<file path="src/rtl/baud_tick_gen.sv">
// baud_tick_gen: fractional clock divider producing oversample, mid-bit and end-of-bit ticks
module baud_tick_gen #(
  parameter int DIV_W            = 16,
  parameter int FRAC_W           = 4,
  parameter int OVERSAMPLE       = 16,
  parameter int DEFAULT_DIV_INT  = 8,
  parameter int DEFAULT_DIV_FRAC = 0
) (
  input  logic              clk,
  input  logic              rst,
  input  logic              en,
  input  logic              resync,
  input  logic              div_load,
  input  logic [DIV_W-1:0]  div_int,
  input  logic [FRAC_W-1:0] div_frac,
  output logic              os_tick,
  output logic              mid_tick,
  output logic              bit_tick,
  output logic              div_pending
);
  localparam int OS_W = $clog2(OVERSAMPLE);
  logic [DIV_W:0]    cnt, period;
  logic [DIV_W-1:0]  act_int, sh_int;
  logic [FRAC_W-1:0] acc, act_frac, sh_frac;
  logic [FRAC_W:0]   acc_sum;
  logic [OS_W-1:0]   os_cnt;
  logic              ext, wrap, apply;
  always_comb begin
    period  = {1'b0, (act_int == '0) ? DIV_W'(1) : act_int} + (DIV_W+1)'(ext);
    wrap    = en && !resync && cnt == period - (DIV_W+1)'(1);
    acc_sum = {1'b0, acc} + {1'b0, act_frac};
    apply   = div_pending && (wrap || resync || !en);
  end
  always_ff @(posedge clk) begin
    if (rst) begin
      cnt         <= '0;
      acc         <= '0;
      ext         <= 1'b0;
      os_cnt      <= '0;
      act_int     <= DIV_W'(DEFAULT_DIV_INT);
      act_frac    <= FRAC_W'(DEFAULT_DIV_FRAC);
      sh_int      <= DIV_W'(DEFAULT_DIV_INT);
      sh_frac     <= FRAC_W'(DEFAULT_DIV_FRAC);
      div_pending <= 1'b0;
      os_tick     <= 1'b0;
      mid_tick    <= 1'b0;
      bit_tick    <= 1'b0;
    end else begin
      os_tick  <= wrap;
      mid_tick <= wrap && os_cnt == OS_W'(OVERSAMPLE/2-1);
      bit_tick <= wrap && os_cnt == OS_W'(OVERSAMPLE-1);
      if (resync) begin
        cnt    <= '0;
        acc    <= '0;
        ext    <= 1'b0;
        os_cnt <= '0;
      end else if (wrap) begin
        cnt        <= '0;
        {ext, acc} <= acc_sum;
        os_cnt     <= os_cnt + OS_W'(1);
      end else if (en)
        cnt <= cnt + (DIV_W+1)'(1);
      // a load landing on a wrap takes effect for the very next period
      if (div_load && wrap) begin
        act_int  <= div_int;
        act_frac <= div_frac;
      end else if (apply) begin
        act_int  <= sh_int;
        act_frac <= sh_frac;
      end
      if (div_load) begin
        sh_int  <= div_int;
        sh_frac <= div_frac;
      end
      div_pending <= div_load ? !wrap : div_pending && !apply;
    end
  end
endmodule

</file>
<file path="config.mk">
export PLATFORM = sky130hd
export DESIGN_NAME = baud_tick_gen
export DESIGN_NICKNAME = d
export VERILOG_FILES = /design/src/rtl/baud_tick_gen.sv
export SDC_FILE = /design/constraint.sdc
export NUM_CORES = 1
export LEC_CHECK = 0
export CORE_MARGIN = 2
export CORE_UTILIZATION = 25
export CTS_CLUSTER_DIAMETER = 150
export DETAILED_ROUTE_END_ITERATION = 6
export HOLD_SLACK_MARGIN = 0.1
export PLACE_DENSITY_LB_ADDON = 0.08
export SYNTH_ARGS = -nofsm -noshare
export SYNTH_HDL_FRONTEND = slang
export SYNTH_SLANG_ARGS = --single-unit
export TNS_END_PERCENT = 5
</file>
<file path="constraint.sdc">
create_clock -name clk -period 3.52 [get_ports clk]
set_input_delay 0.704 -clock clk [delete_from_list [all_inputs] [get_ports clk]]
set_output_delay 0.704 -clock clk [all_outputs]
set_load 0.02 [all_outputs]
</file>
==> metrics.md, run 1 <==
| Metric | Value |
|---|---|
| Compound-Gate Fraction of Synth Area | approximately 12% |
| Reg2reg path depth | 15 |
| Height of the chip | 125 µm |
| DIE WIDTH | between 100 and 150 µm |
| Via density | about 4.7 |
| Pwr Total | around 1.9 mW |
| Mux cell area share after synthesis | roughly 13% |
| Simple-gate share of the synthesized area | roughly a fifth |
| Initial antenna violation count | 0 |
| Worst setup path class | reg -> reg |
| Vias in the first global route | between 3000 and 4000 |
| Fmax | about 0.28 GHz |
| Routed Antenna Nets | 0 |
| Bufs on Longest Clock Path | 2 |
| Worst setup EP type | register |
| DR WL/cell | roughly 15 µm |
| Hold Path Stages | 2 |
| IO Port Bufs | 28 |
| Total negative slack | 0 ns |
| Final setup vio count | 0 |
| Min cycle time layout | about 3.5 ns |
| Num CTS Buffers | 9 |
| Layout net count | between 500 and 600 |
| DRC | 0 |
| H-tree depth | 3 |
| Hold Startpoint | sh_frac[0] |
| HP Class | reg -> reg |
| Post-route clock period utilization | about 100% |
| CTS tree | yes |
| Post-CTS Hold Buffers | 0 |
| Fraction of registers with async set/reset | 0% |
| Vias | ~3100 |
| Mean area per synthesized cell | slightly below 9 µm² |
| Final Hold Vio Count | 0 |
| Critical register-to-register path endpoint | os_cnt[1] |
| Reg2Reg Launch Point | act_int[7] |
| Post-Synth XOR/XNOR Area | 7.88% |
| Total GRT Usage | 13.0% |
| First-pass GRT wire length | 15.9 mm |
| Clk_skew | 0.00634 ns |
| CP Data Required Time | 3.74 ns |
| Syn Inst Count | 410 |
| Status | completed |
| Layout cells sized above 1 | about a fifth |
| Post-Syn Nets | 444 |
| Slew Limit Headroom | 72.8% |
| Area grow syn2layout | 34.1% |
| Fin util | between 30% and 40% |
| Critical path startpoint category | register |
| CP max FO | 5 |
| GP Congestion | 0.824 |
| Top Ports | 29 |
| Mapped cell area | 0.00367 mm² |
| FF+latch count, synth | 70 |
| Flop-to-flop setup slack | approximately 0.0076 ns |
| Row cnt | 44 |
| Worst Path Arrival | between 3 and 4 ns |
| Post-synth EDFFs | 0 |
| Starting Density | between 20% and 30% |
| RSZ-0062 raised after global routing | yes |
| Slew @ Worst Pin | ~0.40 ns |
| Largest net degree at the start of global routing | 25 |
| Most common cell after layout, fill and taps aside | dfxtp_1 |
| Drt pass-1 iters | 4 |
| Final HPWL DP | between 7 and 8 mm |
| Synth warn | 0 |
| Peak supply drop | around 0.00023 V |
| Adder-Cell Fraction of Synth Area | 3.27% |
| Most frequent cells in the layout | 65 x dfxtp_1, 53 x nor2_1, 44 x mux2i_1 |
| Max Cap Viol | 0 |
| Yosys cell types | 63 |
| Register area share after synthesis | around two fifths |
| Clock Tree Root | clkbuf_16 |
| Hold path endpoint | sh_frac[0] |
| Clock latency at the later pin of the worst-skew pair | about 0.34 ns |
| Synth Flop Type | dfxtp_1 |
| Fillers | about 1500 |
| Main combinational cell family by area after synthesis | simple AND/OR/NAND/NOR gates |
| Full die area | approximately 0.016 mm² |
| Area of the core | 0.0144 mm² |
| Power per Cell Area | a little under 400 mW/mm² |
| Leak | 1.90 nW |
| N_diodes | 0 |
| WL final | roughly 10 mm |
| Clock slew at reported path FFs | about 0.05 ns |
| Number of DRC markers in iteration 0 | roughly 120 |
| Slew Limit Fails | 0 |
| Clock tree sinks | 70 |
| Grt total ovfl | 0 |
-- registers in the layout, summed over array words and instances, names as in the netlist, 4 cells and up --
name      count
sh_frac       4
act_frac      4
act_int      16
sh_int       16
acc           4
os_cnt        4
cnt          17
-- power breakdown --
part / internal, mW / switching [mW] / leakage [nW] / total (mW)
combinational: 0.109 / 0.103 / 1.19 / 0.212
clock: 0.554 / 0.326 / 0.137 / 0.880
sequential: 0.814 / 0.0135 / 0.571 / 0.827
-- through the flow --
| step | std cells | hold WS (ns) | area [µm²] | setup WS [ns] |
|---|---|---|---|---|
| 6_report | 656 | 0.493 | 4920 | 0.00756 |
| 5_1_grt | 656 | 0.523 | 4920 | -0.135 |
| 4_1_cts | 647 | 0.469 | 4630 | -0.0262 |
| 3_5_place_dp | 634 | 0.463 | 4350 | -0.0346 |
| 3_3_place_gp | 634 | 0.457 | 4350 | -0.00330 |
| 2_1_floorplan | 410 | 0.433 | 3670 | 0.106 |
-- final cells by class --
class                      instances  area, µm²  area share [%]
multi-input combinational        299       2260            45.9
sequential                        70       1410            28.6
timing repair buffer              73        683            13.9
clock buffer                      11        243            4.94
tap                              184        230            4.68
inverter                          17       63.8            1.30
clock inverter                     2       35.0           0.712
-- cells by family (layout without fill, tap and decap cells) --
group | after synthesis | count (layout)
and+or+nand+nor | 149 | 149
xor gates and xnor gates | 33 | 33
DFF | 70 | 70
adders and majority gates | 9 | 9
buffers and inverters | 41 | 103
AOI/OAI and AO/OA | 62 | 62
muxes | 46 | 46
-- synth_stat cells (all sizes together), types with 8 or more instances --
cell / instances / area share [%]
a21oi: 9 / 1.2
buf: 12 / 2.6
clkbuf: 12 / 1.3
dfxtp: 70 / 38
ha: 8 / 2.7
inv: 17 / 1.7
mux2i: 44 / 12
nand2: 32 / 3.3
nand3: 8 / 1.1
nand4: 9 / 1.5
nor2: 54 / 5.5
nor3: 9 / 1.2
o21ai: 25 / 3.4
xnor2: 14 / 3.3
xor2: 19 / 4.5
-- critical path: stages (launching register included) --
cell	delay, ns
dfxtp_2	0.32
or4_4	0.57
nor2_4	0.16
a31oi_4	0.11
ha_4	0.21
ha_4	0.16
nor3b_4	0.17
a21boi_2	0.15
o32ai_2	0.11
o22ai_2	0.23
buf_4	0.15
nand4_1	0.18
or3_4	0.52
clkbuf_16	0.19
mux2i_1	0.13
nor2_1	0.05
-- worst max path at each step --
| stage | from | endpoint | slack, ns | cells after the start |
|---|---|---|---|---|
| final | act_int[7] | os_cnt[1] | 0.008 | 15 |
| after global routing | act_int[7] | act_int[4] | -0.14 | 14 |
| after CTS | act_int[4] | act_int[10] | -0.03 | 14 |
| after detailed placement | act_int[10] | act_int[9] | -0.03 | 16 |
| after global placement | act_int[11] | os_cnt[3] | -0.003 | 16 |
| after floorplan | act_int[4] | act_frac[0] | 0.11 | 16 |
-- layer usage --
layer,vias up,global-route usage [%],share of wire (%)
met2,52,20.5,46
met3,6,4.07,4.4
met5,-,0,0
met1,1442,16.9,49
met4,0,3.92,1.1
li1,1552,-,-
-- repair_timing --
item | 4_1_cts | 5_1_grt
setup endpoints to repair | 40 | 47
cloned | 0 | 3
resized for setup | 1 | 49
pin swaps | 0 | 19
buffers inserted | 0 | 6
Power figures use the tool's default switching activity.
==> run 2, diff against run 1 <==
--- a/config.mk
+++ b/config.mk
@@ -10,8 +10,8 @@
 export CTS_CLUSTER_DIAMETER = 150
 export DETAILED_ROUTE_END_ITERATION = 6
 export HOLD_SLACK_MARGIN = 0.1
-export PLACE_DENSITY_LB_ADDON = 0.08
+export PLACE_DENSITY = 0.42
 export SYNTH_ARGS = -nofsm -noshare
 export SYNTH_HDL_FRONTEND = slang
 export SYNTH_SLANG_ARGS = --single-unit
-export TNS_END_PERCENT = 5
+export TNS_END_PERCENT = 20
==> run 2 against run 1 <==
Net effect: utilization grew 0.11 points; combinational power is essentially flat; sequential power about the same; via count is 1.4% higher; routed wire length is 1.9% lower; die area unchanged; clock power rose by 3.2%; maximum frequency up 1.2%; worst hold slack got worse by 0.0058 ns; first-iteration DRC count is 13% higher.
==> metrics.md, run 2 (synthesized netlist as in run 1, its figures left out) <==
| Metric | Value |
|---|---|
| Num CTS Buffers | 9 (unchanged) |
| Slew Limit Fails | 0 (unchanged) |
| Largest Register | cnt (unchanged) |
| Worst setup EP type | register (unchanged) |
| Fmax | 0.288 GHz (was 0.285 GHz) |
| RSZ-0062 raised after global routing | yes (unchanged) |
| DR WL/cell | 14.9 µm (was 15.3 µm) |
| Layout cells sized above 1 | 21.6% (was 21.4%) |
| Total negative slack | 0 ns (unchanged) |
| Final Hold Vio Count | 0 (unchanged) |
| First-pass GRT wire length | 15.7 mm (was 15.9 mm) |
| Min cycle time layout | 3.47 ns (was 3.51 ns) |
| Reg2reg path depth | 15 (unchanged) |
| Critical register-to-register path endpoint | act_int[3] (was os_cnt[1]) |
| CTS tree | yes (unchanged) |
| Number of DRC markers in iteration 0 | 131 (was 116) |
| Vias | 3094 (was 3052) |
| Clk_skew | 0.00657 ns (was 0.00634 ns) |
| Flop-to-flop setup slack | 0.05 ns (was 0.008 ns) |
| CP Data Required Time | 3.75 ns (was 3.74 ns) |
| Max reg flops | 17 (unchanged) |
| Most common cell after layout, fill and taps aside | dfxtp_1 (unchanged) |
| Top Ports | 29 (unchanged) |
| N_diodes | 0 (unchanged) |
| DIE WIDTH | 125 µm (unchanged) |
| Post-route clock period utilization | 98.6% (was 99.8%) |
| Hold Startpoint | os_cnt[3] (was sh_frac[0]) |
| Leak | 1.90 nW (about the same) |
| Fillers | 1519 (was 1526) |
| Hold Path Stages | 1 (was 2) |
| Via density | 4.69 (was 4.65) |
| Grt total ovfl | 0 (unchanged) |
| Vias in the first global route | 3028 (was 3005) |
| Clock Tree Root | clkbuf_16 (unchanged) |
| Slew @ Worst Pin | 0.477 ns (was 0.405 ns) |
| Critical path startpoint category | register (unchanged) |
| Area of the multi-input gates | 0.00225 mm² (was 0.00226 mm²) |
| WL final | 9.81 mm (was 10.0 mm) |
| Routed Antenna Nets | 0 (unchanged) |
| Cell mode on critical path | buf_4 (was ha_4) |
| Reg2Reg Launch Point | act_int[6] (was act_int[7]) |
| H-tree depth | 3 (unchanged) |
| Worst setup path class | reg -> reg (unchanged) |
| Slew Limit Headroom | 67.8% (was 72.8%) |
| IO Port Bufs | 28 (unchanged) |
| Clock tree sinks | 70 (unchanged) |
| HP Class | reg -> reg (unchanged) |
| Hold_ws | 0.488 ns (was 0.493 ns) |
| Layout net count | 507 (was 504) |
| Most frequent cells in the layout | 63 x dfxtp_1, 51 x nor2_1, 42 x mux2i_1 (was 65 x dfxtp_1, 53 x nor2_1, 44 x mux2i_1) |
| Drt pass-1 iters | 4 (unchanged) |
| Largest net degree at the start of global routing | 25 (unchanged) |
| CP peak stage delay | 0.57 ns (about the same) |
| Power per Cell Area | 395 mW/mm² (was 390 mW/mm²) |
| CP max FO | 4 (was 5) |
| Clock latency at the later pin of the worst-skew pair | 0.34 ns (about the same) |
| Peak supply drop | 0.000170 V (was 0.000234 V) |
| Area grow syn2layout | 34.5% (was 34.1%) |
| GP Congestion | 0.799 (was 0.824) |
| Final setup vio count | 0 (unchanged) |
| Slowest-stage cell, CP | or4_4 (unchanged) |
| Area of the core | 0.0144 mm² (unchanged) |
| Final HPWL DP | 6.88 mm (was 7.13 mm) |
| Clock slew at reported path FFs | 0.06 ns (was 0.05 ns) |
| Register area | 0.00141 mm² (about the same) |
| Height of the chip | 125 µm (unchanged) |
| Full die area | 0.0157 mm² (unchanged) |
| Row cnt | 44 (unchanged) |
| Initial antenna violation count | 0 (unchanged) |
| Hold path endpoint | mid_tick (was sh_frac[0]) |
| Bufs on Longest Clock Path | 2 (unchanged) |
| Starting Density | 25.4% (unchanged) |
| Cell Chain, Critical Path | or4_4 > nor2_4 > a31oi_1 > ha_2 > ha_4 > buf_4 > o211ai_1 > a32oi_1 > nor4_2 > nand4_1 > buf_4 > o31ai_4 > buf_6 > mux2_4 > a2bb2oi_2 (was or4_4 > nor2_4 > a31oi_4 > ha_4 > ha_4 > nor3b_4 > a21boi_2 > o32ai_2 > o22ai_2 > buf_4 > nand4_1 > or3_4 > clkbuf_16 > mux2i_1 > nor2_1) |
| Largest regs | cnt x17, act_int x16, sh_int x16 (unchanged) |
| DRC | 0 (unchanged) |
| Worst Path Arrival | 3.70 ns (was 3.74 ns) |
| Total GRT Usage | 12.8% (was 13.0%) |
| Max Cap Viol | 0 (unchanged) |
| Status | completed (unchanged) |
==> run 2: cell types whose count changed in the layout (fill, tap and decap cells not counted), sizes merged <==
cell | before | now
clkinv | 1 | 0
buf | 44 | 47
or3 | 3 | 4
clkbuf | 12 | 13
==> run 2: final cells by class <==
class                      count  share of cell area, %
timing repair buffer          75                   14.0
sequential                    70                   28.6
inverter                      17                   1.29
tap                          184                   4.67
clock inverter                 1                  0.609
clock buffer                  13                   5.27
multi-input combinational    300                   45.6
==> run 2: metrics by stage <==
stage	utilization (%)	setup slack (ns)	std cells	total power [mW]	cell area, µm²
after floorplan	-	0.106	410	0.950	3670
after global placement	30.2	-0.178	636	1.02	4350
after detailed placement	30.2	-0.234	636	1.03	4350
after CTS	33.2	0.00627	657	1.96	4790
after global routing	34.2	-0.142	660	2.03	4930
final	34.2	0.0496	660	1.95	4930
==> run 2: metal layers <==
metal  global-route usage (%)  vias up  wire, µm
li1                         -     1563         -
met1                     16.7     1466      4750
met2                     20.3       50      4450
met3                     2.78       15       402
met4                     5.49        0       210
met5                        0        -         0
==> run 2: worst max path at each step <==
stage,start,endpoint,slack (ns),cells after the start
after floorplan,act_int[4],act_frac[0],0.11,16
after global placement,act_int[11],act_int[14],-0.18,15
after detailed placement,act_int[11],act_int[14],-0.23,15
after CTS,act_int[11],act_int[3],0.006,15
after global routing,act_int[6],act_frac[0],-0.14,16
final,act_int[6],act_int[3],0.05,15
==> run 2: where the power goes <==
group          internal [mW]  leakage (nW)  total [mW]  switching (mW)
registers              0.814         0.572       0.828          0.0141
clock network          0.580         0.142       0.908           0.329
logic                  0.109          1.18       0.211           0.103
total                   1.50          1.90        1.95           0.445
==> run 2: what timing repair did <==
action,4_1_cts,5_1_grt
endpoints found under the hold margin,0,0
endpoints found under the setup margin,43,50
pin swaps,13,20
buffers inserted,4,3
gates resized for setup,26,37
gates cloned,3,1
hold buffers,0,0
==> run 2: critical path, delay by kind of cell, from the launching register on <==
| kind | cells | cell delay [ns] |
|---|---|---|
| AO/OA/AOI/OAI | 5 | 0.77 |
| AND/OR/NAND/NOR | 4 | 1.11 |
| adder cells (fa/ha/maj) | 2 | 0.40 |
| multiplexers | 1 | 0.30 |
| flip-flops | 1 | 0.31 |
| buffers and inverters | 3 | 0.46 |
==> run 3, diff against run 2 <==
==> constraint.sdc (replaced) <==
create_clock -name clk -period 3.52 [get_ports clk]
set_input_delay 0.528 -clock clk [delete_from_list [all_inputs] [get_ports clk]]
set_output_delay 0.528 -clock clk [all_outputs]
set_load 0.02 [all_outputs]
==> run 3 against run 2 <==
Net effect: the flow now finishes with violations (negative setup slack); cell area fell by 0.38%; global-route usage is 0.091 points higher; utilization shrank 0.13 points; critical endpoint is now cnt[15]; largest cell class unchanged; highest routed layer unchanged.
==> metrics.md, run 3 (synthesized netlist as in run 1, its figures left out) <==
| Metric | Value |
|---|---|
| Max reg flops | 17 (unchanged) |
| Hold_ws | 0.476 ns (was 0.488 ns) |
| Fin util | 34.1% (was 34.2%) |
| Worst Path Arrival | 3.79 ns (was 3.70 ns) |
| Initial antenna violation count | 0 (unchanged) |
| WL final | 9.85 mm (was 9.81 mm) |
| CP max FO | 8 (was 4) |
| Top Ports | 29 (unchanged) |
| Area grow syn2layout | 34.0% (was 34.5%) |
| H-tree depth | 3 (unchanged) |
| DRC | 0 (unchanged) |
| DR WL/cell | 14.9 µm (about the same) |
| RSZ-0062 raised after global routing | yes (unchanged) |
| Min cycle time layout | 3.56 ns (was 3.47 ns) |
| Area of the core | 0.0144 mm² (unchanged) |
| Slew Limit Headroom | 69.1% (was 67.8%) |
| Slew Limit Fails | 0 (unchanged) |
| Worst setup EP type | register (unchanged) |
| Full die area | 0.0157 mm² (unchanged) |
| First-pass GRT wire length | 15.8 mm (was 15.7 mm) |
| Largest Register | cnt (unchanged) |
| Leak | 1.90 nW (about the same) |
| Clock power frac | 45.8% (was 46.6%) |
| Final Hold Vio Count | 0 (unchanged) |
| Vias in the first global route | 2970 (was 3028) |
| Height of the chip | 125 µm (unchanged) |
| GP Congestion | 0.802 (was 0.799) |
| CTS tree | yes (unchanged) |
| IO Port Bufs | 28 (unchanged) |
| Combinational power share | 11.0% (was 10.8%) |
| Peak supply drop | 0.000210 V (was 0.000170 V) |
| NetSw | 0.452 mW (was 0.445 mW) |
| Row cnt | 44 (unchanged) |
| Num CTS Buffers | 9 (unchanged) |
| Most common cell after layout, fill and taps aside | dfxtp_1 (unchanged) |
| Clock tree sinks | 70 (unchanged) |
| Grt total ovfl | 0 (unchanged) |
| Clock Tree Root | clkbuf_16 (unchanged) |
| Fmax | 0.281 GHz (was 0.288 GHz) |
| Vias | 3078 (was 3094) |
| Power per Cell Area | 390 mW/mm² (was 395 mW/mm²) |
| Sequential power share | 43.2% (was 42.5%) |
| Final worst slack | -0.0408 ns (was 0.0496 ns) |
| Most frequent cells in the layout | 67 x dfxtp_1, 53 x nor2_1, 44 x mux2i_1 (was 63 x dfxtp_1, 51 x nor2_1, 42 x mux2i_1) |
| Bufs on Longest Clock Path | 2 (unchanged) |
| Total GRT Usage | 12.9% (was 12.8%) |
| Layout net count | 509 (was 507) |
| Routed Antenna Nets | 0 (unchanged) |
| Clk_skew | 0.00388 ns (was 0.00657 ns) |
| Via density | 4.65 (was 4.69) |
| HP Class | reg -> reg (unchanged) |
| Slew @ Worst Pin | 0.457 ns (was 0.477 ns) |
| Final HPWL DP | 6.81 mm (was 6.88 mm) |
| Largest regs | cnt x17, act_int x16, sh_int x16 (unchanged) |
| Worst setup path class | reg -> reg (unchanged) |
| Final setup vio count | 17 (was 0) |
| Status | finished with violations (was completed) |
| Pwr Total | 1.91 mW (was 1.95 mW) |
| CP Data Required Time | 3.75 ns (about the same) |
| Layout cells sized above 1 | 20.3% (was 21.6%) |
| Post-route clock period utilization | 101% (was 98.6%) |
| Clock latency at the later pin of the worst-skew pair | 0.34 ns (about the same) |
| Starting Density | 25.4% (unchanged) |
| Drt pass-1 iters | 4 (unchanged) |
| Internal | 1.46 mW (was 1.50 mW) |
| DIE WIDTH | 125 µm (unchanged) |
| Clock slew at reported path FFs | 0.06 ns (about the same) |
| N_diodes | 0 (unchanged) |
| Largest net degree at the start of global routing | 25 (unchanged) |
| Switching share of power | 23.6% (was 22.9%) |
| Dpl ws | -0.272 ns (was -0.234 ns) |
| Failing checks | negative setup slack |
| Number of DRC markers in iteration 0 | 156 (was 131) |
| Critical path startpoint category | register (unchanged) |
| Fillers | 1503 (was 1519) |
| Max Cap Viol | 0 (unchanged) |
## run 3: power by group through the flow
stage,logic [mW],registers (mW),clock network (mW)
finish,0.211,0.827,0.876
global route,0.230,0.829,0.951
CTS,0.194,0.827,0.905
detailed placement,0.183,0.844,0
global placement,0.181,0.844,0
floorplan,0.108,0.842,0
## run 3: metrics by stage
stage                     instance area [µm²]  instances  setup TNS [ns]
after detailed placement                 4350        636           -6.43
after global placement                   4350        636           -2.53
after global routing                     4920        662           -4.86
after floorplan                          3670        410               0
after CTS                                4720        656               0
final                                    4920        662          -0.459
## run 3: metal layers
layer | wire, µm | GRT usage [%] | part of all wire, %
met1 | 4920 | 17.0 | 50
met2 | 4460 | 20.0 | 45
met3 | 283 | 2.91 | 2.9
met4 | 185 | 5.69 | 1.9
met5 | 0 | 0 | 0
## run 3: worst max-delay path, cell delays in order (launching register included)
cell and delay, ns:
dfxtp_1 0.31, or4_4 0.58, nor2_4 0.16, a31oi_4 0.10
ha_4 0.20, or4b_4 0.21, buf_6 0.13, o31a_1 0.15
o21ai_0 0.10, a211oi_1 0.24, nand4_1 0.19, buf_4 0.19
or3_4 0.43, buf_6 0.16, nand2b_4 0.10, clkbuf_16 0.16
nor2_1 0.04
## run 3: timing repair
item,CTS,global route
pin swaps,7,18
cloned,2,3
hold buffers,0,0
gates resized for setup,14,33
setup buffers,4,4
setup endpoints to repair,46,49
## run 3: layout make-up
cell class              count  area, µm²  area share (%)
multi-input cells         299       2240            45.6
clock buffers              12        236            4.81
flip-flops and latches     70       1410            28.6
inverters                  17       63.8            1.30
well taps                 184        230            4.68
repair buffers             78        702            14.3
clock inverters             2       35.0           0.713
## run 3: path summary, 6_finish.rpt
path / slack [ns] / cells past startpoint / endpoint / start
max: -0.04 / 16 / cnt[15] / act_int[7]
min: 0.48 / 2 / sh_int[3] / sh_int[3]
max reg2reg: -0.04 / 16 / cnt[15] / act_int[7]
min reg2reg: 0.48 / 2 / sh_int[3] / sh_int[3]
